### src/rtl/uart_angle_deframer.sv
// Two-byte angle command deframer: header/parity/timeout/range checking between
// uart_rx and the modulator. Only validated angles update the angle register.
module uart_angle_deframer #(
  parameter logic [3:0]  HDR            = 4'hA,
  parameter int          TIMEOUT_CYCLES = 24000,
  parameter logic [11:0] ANGLE_MAX      = 12'd3599
) (
  input  logic        clk,
  input  logic        reset,
  input  logic [7:0]  rx_byte,
  input  logic        rx_done,
  input  logic        rx_parity_err,
  output logic [11:0] angle,
  output logic        angle_valid,
  output logic        frame_err,
  output logic [2:0]  err_code,
  output logic [7:0]  err_count
);

  localparam int              CW       = $clog2(TIMEOUT_CYCLES + 1);
  localparam logic [CW-1:0]   CNT_LAST = CW'(TIMEOUT_CYCLES - 1);

  localparam logic [2:0] E_NONE    = 3'd0;
  localparam logic [2:0] E_PARITY  = 3'd1;
  localparam logic [2:0] E_HEADER  = 3'd2;
  localparam logic [2:0] E_TIMEOUT = 3'd3;
  localparam logic [2:0] E_RANGE   = 3'd4;

  typedef enum logic {IDLE, WAIT_LO} state_t;

  state_t        state_q, state_d;
  logic          rx_done_q, rx_done_d;
  logic          armed_q, armed_d;
  logic [3:0]    hi_nib_q, hi_nib_d;
  logic [CW-1:0] cnt_q, cnt_d;
  logic [11:0]   angle_q, angle_d;
  logic          angle_valid_q, angle_valid_d;
  logic          frame_err_q, frame_err_d;
  logic [2:0]    err_code_q, err_code_d;
  logic [7:0]    err_count_q, err_count_d;

  logic          byte_ev;
  logic [11:0]   lo_word;
  logic [2:0]    err_sel;

  always_comb begin
    state_d       = state_q;
    rx_done_d     = rx_done;
    // rx_done already high at reset release must drop once before it can count
    armed_d       = armed_q | ~rx_done;
    hi_nib_d      = hi_nib_q;
    cnt_d         = cnt_q;
    angle_d       = angle_q;
    angle_valid_d = 1'b0;
    frame_err_d   = 1'b0;
    err_code_d    = err_code_q;
    err_count_d   = err_count_q;
    err_sel       = E_NONE;

    byte_ev = rx_done & ~rx_done_q & armed_q;
    lo_word = {hi_nib_q, rx_byte};

    case (state_q)
      IDLE: begin
        if (byte_ev) begin
          if (rx_parity_err) begin
            err_sel = E_PARITY;
          end else if (rx_byte[7:4] != HDR) begin
            err_sel = E_HEADER;
          end else begin
            hi_nib_d = rx_byte[3:0];
            cnt_d    = '0;
            state_d  = WAIT_LO;
          end
        end
      end
      WAIT_LO: begin
        // an event in the threshold cycle takes priority over the timeout
        if (byte_ev) begin
          state_d = IDLE;
          if (rx_parity_err) begin
            err_sel = E_PARITY;
          end else if (lo_word > ANGLE_MAX) begin
            err_sel = E_RANGE;
          end else begin
            angle_d       = lo_word;
            angle_valid_d = 1'b1;
          end
        end else if (cnt_q == CNT_LAST) begin
          err_sel = E_TIMEOUT;
          state_d = IDLE;
        end else begin
          cnt_d = cnt_q + CW'(1);
        end
      end
      default: state_d = IDLE;
    endcase

    if (err_sel != E_NONE) begin
      frame_err_d = 1'b1;
      err_code_d  = err_sel;
      if (err_count_q != 8'hFF) err_count_d = err_count_q + 8'd1;
    end
  end

  always_ff @(posedge clk or negedge reset) begin
    if (!reset) begin
      state_q       <= IDLE;
      rx_done_q     <= 1'b0;
      armed_q       <= 1'b0;
      hi_nib_q      <= '0;
      cnt_q         <= '0;
      angle_q       <= '0;
      angle_valid_q <= 1'b0;
      frame_err_q   <= 1'b0;
      err_code_q    <= E_NONE;
      err_count_q   <= '0;
    end else begin
      state_q       <= state_d;
      rx_done_q     <= rx_done_d;
      armed_q       <= armed_d;
      hi_nib_q      <= hi_nib_d;
      cnt_q         <= cnt_d;
      angle_q       <= angle_d;
      angle_valid_q <= angle_valid_d;
      frame_err_q   <= frame_err_d;
      err_code_q    <= err_code_d;
      err_count_q   <= err_count_d;
    end
  end

  assign angle       = angle_q;
  assign angle_valid = angle_valid_q;
  assign frame_err   = frame_err_q;
  assign err_code    = err_code_q;
  assign err_count   = err_count_q;

endmodule

### config.mk
export PLATFORM = sky130hd
export DESIGN_NAME = uart_angle_deframer
export DESIGN_NICKNAME = d
export VERILOG_FILES = /design/src/rtl/uart_angle_deframer.sv
export SDC_FILE = /design/constraint.sdc
export NUM_CORES = 1
export LEC_CHECK = 0
export CAP_MARGIN = 20
export CORE_ASPECT_RATIO = 1.2
export CORE_MARGIN = 4
export CORE_UTILIZATION = 47
export CTS_CLUSTER_SIZE = 16
export DETAILED_ROUTE_END_ITERATION = 10
export PLACE_DENSITY = 0.79
export SLEW_MARGIN = 40
export SYNTH_ARGS = -nofsm -noshare
export SYNTH_HDL_FRONTEND = slang
export SYNTH_SLANG_ARGS = --single-unit
export TNS_END_PERCENT = 1
### constraint.sdc
create_clock -name clk -period 2.15 [get_ports clk]
set_clock_uncertainty 0.1 [all_clocks]
set_input_delay 0.5375 -clock clk [delete_from_list [all_inputs] [get_ports clk]]
set_output_delay 0.5375 -clock clk [all_outputs]
set_load 0.02 [all_outputs]
==> results of run 1 <==
## layout make-up
class | count | area share
Sequential cell | 47 | 0.393
Timing Repair Buffer | 71 | 0.214
Tap cell | 56 | 0.0234
Clock buffer | 5 | 0.0230
Inverter | 4 | 0.00502
Multi-Input combinational cell | 130 | 0.335
Clock inverter | 3 | 0.00627
## power by group through the flow
stage,sequential (W),combinational [W],clock [W]
after floorplan,0.00122,0.000193,0
after global placement,0.00113,0.000599,0
after detailed placement,0.00114,0.000618,0
after CTS,0.00112,0.000634,0.000552
after global routing,0.00114,0.000673,0.000583
final,0.00112,0.000631,0.000538
## placed cells by master (no fill, tap or decap), types with 7 or more instances in the layout
master and count:
sky130_fd_sc_hd__and2_1 7, sky130_fd_sc_hd__buf_4 31, sky130_fd_sc_hd__clkdlybuf4s50_1 35, sky130_fd_sc_hd__dfrtp_1 47, sky130_fd_sc_hd__mux2_1 7, sky130_fd_sc_hd__mux2_2 7
sky130_fd_sc_hd__nand2_1 9, sky130_fd_sc_hd__nand3_1 8, sky130_fd_sc_hd__nor2_1 7, sky130_fd_sc_hd__xnor2_1 12
## critical path: stages (launching register included)
cell                        delay (ns)
sky130_fd_sc_hd__dfrtp_1          0.39
sky130_fd_sc_hd__or4b_4           0.54
sky130_fd_sc_hd__or3_4            0.35
sky130_fd_sc_hd__nor3_4           0.26
sky130_fd_sc_hd__buf_6            0.16
sky130_fd_sc_hd__o2111ai_1        0.14
sky130_fd_sc_hd__xnor2_1          0.16
## repair_timing
| item | CTS | global route |
|---|---|---|
| pin swaps | 4 | 3 |
| setup buffers | 0 | 0 |
| cloned | 0 | 0 |
| resized for setup | 7 | 5 |
| setup endpoints to repair | 24 | 32 |
## registers in the layout, indices dropped and copies added, names as in the netlist, 3 cells and up
name and flops:
err_code 3, hi_nib_q 4, err_count 8, cnt_q 15, angle 12
## synth_stat cells, types with 2 or more instances
master,count
sky130_fd_sc_hd__nand4_1,5
sky130_fd_sc_hd__o2111ai_1,2
sky130_fd_sc_hd__a21o_1,2
sky130_fd_sc_hd__a31oi_1,2
sky130_fd_sc_hd__nor3_1,7
sky130_fd_sc_hd__and3_1,4
sky130_fd_sc_hd__mux2_1,7
sky130_fd_sc_hd__a21oi_1,2
sky130_fd_sc_hd__mux2_2,8
sky130_fd_sc_hd__ha_1,2
sky130_fd_sc_hd__o21ai_1,6
sky130_fd_sc_hd__dfrtp_1,47
sky130_fd_sc_hd__nand2_1,11
sky130_fd_sc_hd__nor2b_1,2
sky130_fd_sc_hd__nor4_1,3
sky130_fd_sc_hd__xnor2_1,12
sky130_fd_sc_hd__nand3_1,8
sky130_fd_sc_hd__o22a_1,2
sky130_fd_sc_hd__inv_1,3
sky130_fd_sc_hd__and2_1,7
sky130_fd_sc_hd__nor2_1,9
sky130_fd_sc_hd__a211o_1,2
sky130_fd_sc_hd__o211ai_1,5
sky130_fd_sc_hd__o31ai_1,3
sky130_fd_sc_hd__clkbuf_1,3
## worst min path at each step
stage | start | to | cells after the start
floorplan | reset | angle[0]$_DFFE_PN0P_ | 0
global placement | angle[3]$_DFFE_PN0P_ | angle[3]$_DFFE_PN0P_ | 1
detailed placement | angle[9]$_DFFE_PN0P_ | angle[9]$_DFFE_PN0P_ | 1
CTS | reset | angle[9]$_DFFE_PN0P_ | 2
global route | reset | cnt_q[1]$_DFFE_PN0P_ | 2
finish | reset | hi_nib_q[1]$_DFFE_PN0P_ | 2
## through the flow
step           hold slack [ns]  std cells  worst slack, ns  instance area (um^2)
2_1_floorplan            0.142        185          -0.0586                  2160
3_3_place_gp             0.367        308           -0.407                  2860
3_5_place_dp             0.379        308           -0.454                  2860
4_1_cts                  0.108        316          -0.0658                  2970
5_1_grt                  0.121        316           -0.142                  2990
6_report                 0.102        316          -0.0678                  2990
## logic make-up after synthesis
logic type,count (synthesis),synth area share
multiplexers,16,0.0851
adder cells (fa/ha/maj),2,0.0116
AND/OR/NAND/NOR,69,0.188
AO/OA/AOI/OAI,31,0.108
buffers and inverters,8,0.0145
flip-flops,47,0.544
XOR/XNOR,12,0.0486
## routing by layer
| layer | GRT usage | vias up |
|---|---|---|
| li1 | - | 826 |
| met1 | 0.212 | 840 |
| met2 | 0.307 | 32 |
| met3 | 0.0448 | 8 |
| met4 | 0.0556 | 0 |
| met5 | 0 | - |
==> impl_table.tex, run 1 <==
\begin{tabular}{lr}
\hline
Metric & Value \\
\hline
\multicolumn{2}{l}{\textbf{Outcome}} \\
\quad Status & complete, but fails checks \\
\quad Failing checks & setup timing \\
\multicolumn{2}{l}{\textbf{Die}} \\
\quad Die W & around 70 um \\
\quad Die boundary height & approximately 82 um \\
\quad Die footprint & between 0.005 and 0.006 mm\^{}2 \\
\quad Core region area & $\sim$0.0044 mm\^{}2 \\
\quad Count of pins on the block boundary & 37 \\
\quad Placement row count & 26 \\
\quad Initial Util & 0.496 \\
\multicolumn{2}{l}{\textbf{Finish}} \\
\quad Total inserted antenna cells & 0 \\
\quad Count of filler cells inserted in the layout & roughly 330 \\
\quad Final cell utilization of the core & 0.687 \\
\quad NumNets Final & 273 \\
\quad Synth-to-layout area growth & 38.4\% \\
\quad Area taken by multi-input logic gates & around 0.0010 mm\^{}2 \\
\quad Area taken by flip-flops and latches & approximately 0.0012 mm\^{}2 \\
\quad Fraction of layout cells with a size suffix above 1 & 0.277 \\
\multicolumn{2}{l}{\textbf{Power}} \\
\quad Maximum resistive drop on vdd & around 430 uV \\
\quad Power Internal & about 0.0016 W \\
\quad Switching power & 0.000716 W \\
\quad LEAKAGE & $\sim$1.4 nW \\
\quad Combinational fraction of design power & 0.276 \\
\quad Switching fraction of total power & 0.313 \\
\quad Power, Total & approximately 0.0023 W \\
\quad Clock power frac & 0.235 \\
\quad Proportion of power drawn by flip-flops and latches & 0.489 \\
\quad Pwr/cell area & around 770 mW/mm\^{}2 \\
\multicolumn{2}{l}{\textbf{Synthesis}} \\
\quad Number of synthesized register bits & 47 \\
\quad Number of distinct library cell variants in the gate-level netlist after synthesis & 46 \\
\quad Number of synthesized flops with an enable pin & 0 \\
\quad Share of the synthesized area in the top cell type & 0.544 \\
\quad Top\_reg\_cell synth & sky130\_fd\_sc\_hd\_\_dfrtp\_1 \\
\quad Share of async-settable or async-resettable flops after synthesis & 1.00 \\
\quad Gate count of the mapped netlist & approximately 190 \\
\quad Yosys synthesis warning count & 0 \\
\quad Seq/Total Area, Yosys & 0.544 \\
\quad Leading post-synthesis cells by cell area & sky130\_fd\_sc\_hd\_\_dfrtp\_1, sky130\_fd\_sc\_hd\_\_xnor2\_1, sky130\_fd\_sc\_hd\_\_mux2\_2 \\
\quad Syn Nets & a little under 200 \\
\quad Post-synthesis cell type with the largest combined area & sky130\_fd\_sc\_hd\_\_dfrtp\_1 \\
\quad Synthesized area per cell & $\sim$12 um\^{}2 \\
\quad Total standard cell area after synthesis & between 0.002 and 0.0025 mm\^{}2 \\
\multicolumn{2}{l}{\textbf{Clocking}} \\
\quad Sink count of the clock tree & between 40 and 50 \\
\quad H-tree levels & 2 \\
\quad Worst skew pair latency & between 0.3 and 0.4 ns \\
\quad Hold-fix buffers, CTS & 0 \\
\quad Max Root-Sink Buffers & 2 \\
\quad Number of buffers inserted during clock tree synthesis & 5 \\
\quad Root buffer cell & sky130\_fd\_sc\_hd\_\_clkbuf\_8 \\
\quad Clock-pin slew reported for the worst setup and hold paths after clock tree synthesis & about 0.10 ns \\
\quad TritonCTS clock tree & yes \\
\multicolumn{2}{l}{\textbf{Timing}} \\
\quad Summed negative setup slack over all endpoints & -0.387 ns \\
\quad Final cycle utilization of the critical path & 1.03 \\
\quad Pins Over Slew Limit & 0 \\
\quad Shortest period the worst path allows & 2.22 ns \\
\quad Worst Tran Pin Value & about 0.33 ns \\
\quad Worst Setup Slack, final & -0.0678 ns \\
\quad Highest clock rate & about 450 MHz \\
\quad Setup repair after global routing missed its margin & yes \\
\quad Number of hold violations in the final report & 0 \\
\quad Worst slew slack as a fraction of its limit & 0.779 \\
\quad Total setup violations reported at the end of the flow & 10 \\
\multicolumn{2}{l}{\textbf{Placed design}} \\
\quad Placed wire-length estimate after detailed placement & between 3 and 4 mm \\
\quad IO Port Bufs & 36 \\
\quad Global placer's final weighted congestion & 0.761 \\
\multicolumn{2}{l}{\textbf{Min path}} \\
\quad Kind of path behind the tightest hold check & in -> async \\
\multicolumn{2}{l}{\textbf{Route}} \\
\quad Met3 Wirelength & $\sim$200 um \\
\quad M1 wire length & approximately 2.1 mm \\
\quad Router iterations before antenna repair & 4 \\
\quad Average wire length per cell after detail routing & roughly 15 um \\
\quad Post-route DRC & 0 \\
\quad Highest routing layer actually used & met4 \\
\quad Initial detailed-routing violation count & 84 \\
\quad Via Count & 1706 \\
\quad Length of routed met2 wiring & about 2.4 mm \\
\quad Remaining antenna violation count after routing & 0 \\
\quad Total wirelength of the detailed-routed design & 4.78 mm \\
\quad Via/cell ratio & approximately 5.4 \\
\multicolumn{2}{l}{\textbf{Global routing}} \\
\quad Vias in the first global route & around 1800 \\
\quad Overall fraction of global-route tracks in use & 0.175 \\
\quad Antenna violations before repair & 0 \\
\quad Final global-route overflow total & 0 \\
\quad Wire length of the first global-routing pass & around 8.1 mm \\
\quad Largest net degree at the start of global routing & 48 \\
\multicolumn{2}{l}{\textbf{Critical path}} \\
\quad WS Path Type & reg -> reg \\
\quad Launching element type of the critical path & register \\
\quad Required time at the endpoint of the critical path & $\sim$2.2 ns \\
\quad Crit. End Element & register \\
\quad Endpoint of the worst setup timing path & err\_count[7]\$\_DFFE\_PN0P\_ \\
\quad Register-to-register setup slack & -0.07 ns \\
\quad WP data arrival & $\sim$2.3 ns \\
\quad Worst-case reg-to-reg path depth & 6 \\
\quad First element of the critical path & cnt\_q[9]\$\_DFFE\_PN0P\_ \\
\quad Capture point of the worst reg-to-reg path & err\_count[7]\$\_DFFE\_PN0P\_ \\
\quad Critical path peak fanout & 6 \\
\quad Source of the worst register-to-register timing path & cnt\_q[9]\$\_DFFE\_PN0P\_ \\
\multicolumn{2}{l}{\textbf{Run}} \\
\quad Max-capacitance violation count & 0 \\
\hline
\end{tabular}
No activity file was read; power rests on OpenSTA's default activity.
==> run 2: changes to the inputs <==
--- a/config.mk
+++ b/config.mk
@@ -11,6 +11,7 @@
 export CORE_UTILIZATION = 47
 export CTS_CLUSTER_SIZE = 16
 export DETAILED_ROUTE_END_ITERATION = 10
+export HOLD_SLACK_MARGIN = 0.08
 export PLACE_DENSITY = 0.79
 export SLEW_MARGIN = 40
 export SYNTH_ARGS = -nofsm -noshare
==> results of run 2 <==
The final DEF is identical to that of run 1; final timing and power are the same.
==> run 3: changes to the inputs <==
--- a/config.mk
+++ b/config.mk
@@ -9,10 +9,12 @@
 export CORE_ASPECT_RATIO = 1.2
 export CORE_MARGIN = 4
 export CORE_UTILIZATION = 47
+export CTS_BUF_LIST = sky130_fd_sc_hd__clkbuf_16
 export CTS_CLUSTER_SIZE = 16
 export DETAILED_ROUTE_END_ITERATION = 10
 export HOLD_SLACK_MARGIN = 0.08
 export PLACE_DENSITY = 0.79
+export SETUP_SLACK_MARGIN = 0.15
 export SLEW_MARGIN = 40
 export SYNTH_ARGS = -nofsm -noshare
 export SYNTH_HDL_FRONTEND = slang
==> run 3 against run 2 <==
The run still ends with setup timing left. Critical endpoint unchanged. Die area stayed put. Flip-flop and latch count unchanged. Total power rose by 11%. Sequential power is essentially flat. Wire length is 9.6% higher. Cell area up 4.0%. Clock power up 43%.
==> impl_table.tex, run 3 (same netlist as run 1, synthesis figures left out) <==
\begin{tabular}{lr}
\hline
Metric & Value \\
\hline
\multicolumn{2}{l}{\textbf{Finish}} \\
\quad Count of filler cells inserted in the layout & 321 (was 334) \\
\quad Most common library cell in the layout ignoring fill and taps & sky130\_fd\_sc\_hd\_\_dfrtp\_1 (unchanged) \\
\quad Fraction of layout cells with a size suffix above 1 & 0.315 (was 0.277) \\
\quad Register with the most flip-flops & cnt\_q (unchanged) \\
\quad Commonest non-fill, non-tap cells in the layout & sky130\_fd\_sc\_hd\_\_dfrtp\_1, sky130\_fd\_sc\_hd\_\_clkdlybuf4s50\_1, sky130\_fd\_sc\_hd\_\_buf\_4, sky130\_fd\_sc\_hd\_\_xnor2\_1, sky130\_fd\_sc\_hd\_\_buf\_6 (was sky130\_fd\_sc\_hd\_\_dfrtp\_1, sky130\_fd\_sc\_hd\_\_clkdlybuf4s50\_1, sky130\_fd\_sc\_hd\_\_buf\_4, sky130\_fd\_sc\_hd\_\_xnor2\_1, sky130\_fd\_sc\_hd\_\_nand2\_1) \\
\quad Final cell utilization of the core & 0.714 (was 0.687) \\
\quad Final std cells w/o fill & 316 (unchanged) \\
\quad Final Cell Area & 0.00311 mm\^{}2 (was 0.00299 mm\^{}2) \\
\quad Total inserted antenna cells & 0 (unchanged) \\
\quad Max FFs per register & 15 (unchanged) \\
\quad NumNets Final & 273 (unchanged) \\
\quad Synth-to-layout area growth & 44.0\% (was 38.4\%) \\
\multicolumn{2}{l}{\textbf{Power}} \\
\quad Proportion of power drawn by flip-flops and latches & 0.445 (was 0.489) \\
\quad Maximum resistive drop on vdd & 529 uV (was 427 uV) \\
\quad Clock power frac & 0.303 (was 0.235) \\
\quad LEAKAGE & 1.42 nW (was 1.37 nW) \\
\quad Switching power & 0.000764 W (was 0.000716 W) \\
\quad Pwr/cell area & 813 mW/mm\^{}2 (was 765 mW/mm\^{}2) \\
\quad Switching fraction of total power & 0.302 (was 0.313) \\
\quad Power Internal & 0.00177 W (was 0.00157 W) \\
\quad Combinational fraction of design power & 0.252 (was 0.276) \\
\multicolumn{2}{l}{\textbf{Placed design}} \\
\quad Placed wire-length estimate after detailed placement & 3.47 mm (unchanged) \\
\quad Count of placed standard cells including taps & 308 (unchanged) \\
\quad IO Port Bufs & 36 (unchanged) \\
\quad Placement Cell Area & 0.00286 mm\^{}2 (unchanged) \\
\quad Dpl ws & -0.454 ns (unchanged) \\
\quad Global placer's final weighted congestion & 0.761 (unchanged) \\
\multicolumn{2}{l}{\textbf{Route}} \\
\quad Via/cell ratio & 5.47 (was 5.40) \\
\quad Router iterations before antenna repair & 4 (unchanged) \\
\quad Initial detailed-routing violation count & 71 (was 84) \\
\quad Remaining antenna violation count after routing & 0 (unchanged) \\
\quad Post-route DRC & 0 (unchanged) \\
\quad Average wire length per cell after detail routing & 16.6 um (was 15.1 um) \\
\quad Total wirelength of the detailed-routed design & 5.24 mm (was 4.78 mm) \\
\quad Via Count & 1729 (was 1706) \\
\multicolumn{2}{l}{\textbf{Die}} \\
\quad Die W & 69.9 um (unchanged) \\
\quad Placement row count & 26 (unchanged) \\
\quad Core region area & 0.00436 mm\^{}2 (unchanged) \\
\quad Count of pins on the block boundary & 37 (unchanged) \\
\quad Die boundary height & 82.3 um (unchanged) \\
\quad Die footprint & 0.00575 mm\^{}2 (unchanged) \\
\quad Initial Util & 0.496 (unchanged) \\
\multicolumn{2}{l}{\textbf{Timing}} \\
\quad Total setup violations reported at the end of the flow & 8 (was 10) \\
\quad Pins Over Slew Limit & 0 (unchanged) \\
\quad Worst Tran Pin Value & 0.364 ns (was 0.329 ns) \\
\quad Setup repair after global routing missed its margin & yes (unchanged) \\
\quad Final cycle utilization of the critical path & 1.04 (was 1.03) \\
\quad Worst Setup Slack, final & -0.0912 ns (was -0.0678 ns) \\
\quad Number of hold violations in the final report & 0 (unchanged) \\
\quad Summed negative setup slack over all endpoints & -0.430 ns (was -0.387 ns) \\
\quad Worst slew slack as a fraction of its limit & 0.757 (was 0.779) \\
\quad Shortest period the worst path allows & 2.24 ns (was 2.22 ns) \\
\quad Highest clock rate & 446 MHz (was 451 MHz) \\
\multicolumn{2}{l}{\textbf{Critical path}} \\
\quad Required time at the endpoint of the critical path & 2.23 ns (was 2.24 ns) \\
\quad WP data arrival & 2.32 ns (was 2.31 ns) \\
\quad Source of the worst register-to-register timing path & cnt\_q[9]\$\_DFFE\_PN0P\_ (unchanged) \\
\quad WS Path Type & reg -> reg (unchanged) \\
\quad Register-to-register setup slack & -0.09 ns (was -0.07 ns) \\
\quad Launching element type of the critical path & register (unchanged) \\
\quad Crit. End Element & register (unchanged) \\
\quad Capture point of the worst reg-to-reg path & err\_count[7]\$\_DFFE\_PN0P\_ (unchanged) \\
\quad Worst-case reg-to-reg path depth & 6 (unchanged) \\
\quad Critical path peak fanout & 6 (unchanged) \\
\multicolumn{2}{l}{\textbf{Clocking}} \\
\quad Root buffer cell & sky130\_fd\_sc\_hd\_\_clkbuf\_16 (was sky130\_fd\_sc\_hd\_\_clkbuf\_8) \\
\quad H-tree levels & 2 (unchanged) \\
\quad Max Root-Sink Buffers & 2 (unchanged) \\
\quad Number of post-CTS setup repair buffers & 0 (unchanged) \\
\quad Sink count of the clock tree & 47 (unchanged) \\
\quad Number of buffers inserted during clock tree synthesis & 5 (unchanged) \\
\quad Clock-pin slew reported for the worst setup and hold paths after clock tree synthesis & 0.07 ns (was 0.10 ns) \\
\quad Worst skew pair latency & 0.29 ns (was 0.31 ns) \\
\quad TritonCTS clock tree & yes (unchanged) \\
\multicolumn{2}{l}{\textbf{Outcome}} \\
\quad Status & complete, but fails checks (unchanged) \\
\quad Failing checks & setup timing (unchanged) \\
\multicolumn{2}{l}{\textbf{Global routing}} \\
\quad Final global-route overflow total & 0 (unchanged) \\
\quad Largest net degree at the start of global routing & 48 (unchanged) \\
\quad Overall fraction of global-route tracks in use & 0.191 (was 0.175) \\
\quad Vias in the first global route & 1872 (was 1783) \\
\quad Antenna violations before repair & 0 (unchanged) \\
\quad Wire length of the first global-routing pass & 8.60 mm (was 8.06 mm) \\
\multicolumn{2}{l}{\textbf{Min path}} \\
\quad Kind of path behind the tightest hold check & in -> async (unchanged) \\
\multicolumn{2}{l}{\textbf{Run}} \\
\quad Max-capacitance violation count & 0 (unchanged) \\
\hline
\end{tabular}
[run 3: cell types whose count changed in the layout (fill, tap and decap cells not counted), sizes merged]
| cell | before | now |
|---|---|---|
| clkdlybuf4s50 | 35 | 27 |
| dlygate4sd2 | 0 | 7 |
| dlymetal6s2s | 0 | 1 |
[run 3: how the worst max path moves through the flow]
| stage | to | start |
|---|---|---|
| floorplan | err_code[0]$_DFFE_PN0P_ | cnt_q[9]$_DFFE_PN0P_ |
| global placement | err_count[1]$_DFFE_PN0P_ | rx_byte[7] |
| detailed placement | err_count[1]$_DFFE_PN0P_ | rx_byte[7] |
| CTS | err_count[5]$_DFFE_PN0P_ | cnt_q[9]$_DFFE_PN0P_ |
| global route | err_count[7]$_DFFE_PN0P_ | cnt_q[9]$_DFFE_PN0P_ |
| finish | err_count[7]$_DFFE_PN0P_ | cnt_q[9]$_DFFE_PN0P_ |
[run 3: area by class of cell]
type	count	area [um^2]	share of cell area
clock buffers	5	125	0.0402
clock inverters	3	18.8	0.00603
inverters	4	15.0	0.00482
multi-input cells	130	1050	0.337
flip-flops and latches	47	1180	0.378
well taps	56	70.1	0.0225
repair buffers	71	658	0.211
[run 3: metal layers]
| layer | GRT usage | share of wire | up-vias |
|---|---|---|---|
| li1 | - | - | 821 |
| met1 | 0.230 | 0.42 | 846 |
| met2 | 0.328 | 0.51 | 48 |
| met3 | 0.0460 | 0.044 | 14 |
| met4 | 0.0900 | 0.025 | 0 |
| met5 | 0 | 0 | - |
[run 3: what timing repair did]
item | in CTS | in global routing
resized for setup | 28 | 8
hold buffers | 0 | 0
pin swaps | 19 | 9
endpoints found under the setup margin | 44 | 35
[run 3: worst max-delay path, cell delays in order, from the launching register on]
cell                        delay, ns
sky130_fd_sc_hd__dfrtp_1         0.39
sky130_fd_sc_hd__or4b_4          0.54
sky130_fd_sc_hd__or3_4           0.35
sky130_fd_sc_hd__nor3_4          0.27
sky130_fd_sc_hd__buf_6           0.17
sky130_fd_sc_hd__o2111ai_2       0.15
sky130_fd_sc_hd__xnor2_1         0.16
[run 3: per-stage QoR]
stage / total power [W] / hold slack [ns]
after detailed placement: 0.00175 / 0.379
after global routing: 0.00264 / 0.142
after floorplan: 0.00141 / 0.142
final: 0.00253 / 0.125
after CTS: 0.00254 / 0.131
after global placement: 0.00173 / 0.367
[run 3: power groups by stage]
stage / Combinational, W / Sequential, W / Clock (W)
floorplan: 0.000193 / 0.00122 / 0
global placement: 0.000599 / 0.00113 / 0
detailed placement: 0.000618 / 0.00114 / 0
CTS: 0.000629 / 0.00112 / 0.000785
global route: 0.000679 / 0.00115 / 0.000818
finish: 0.000637 / 0.00113 / 0.000768
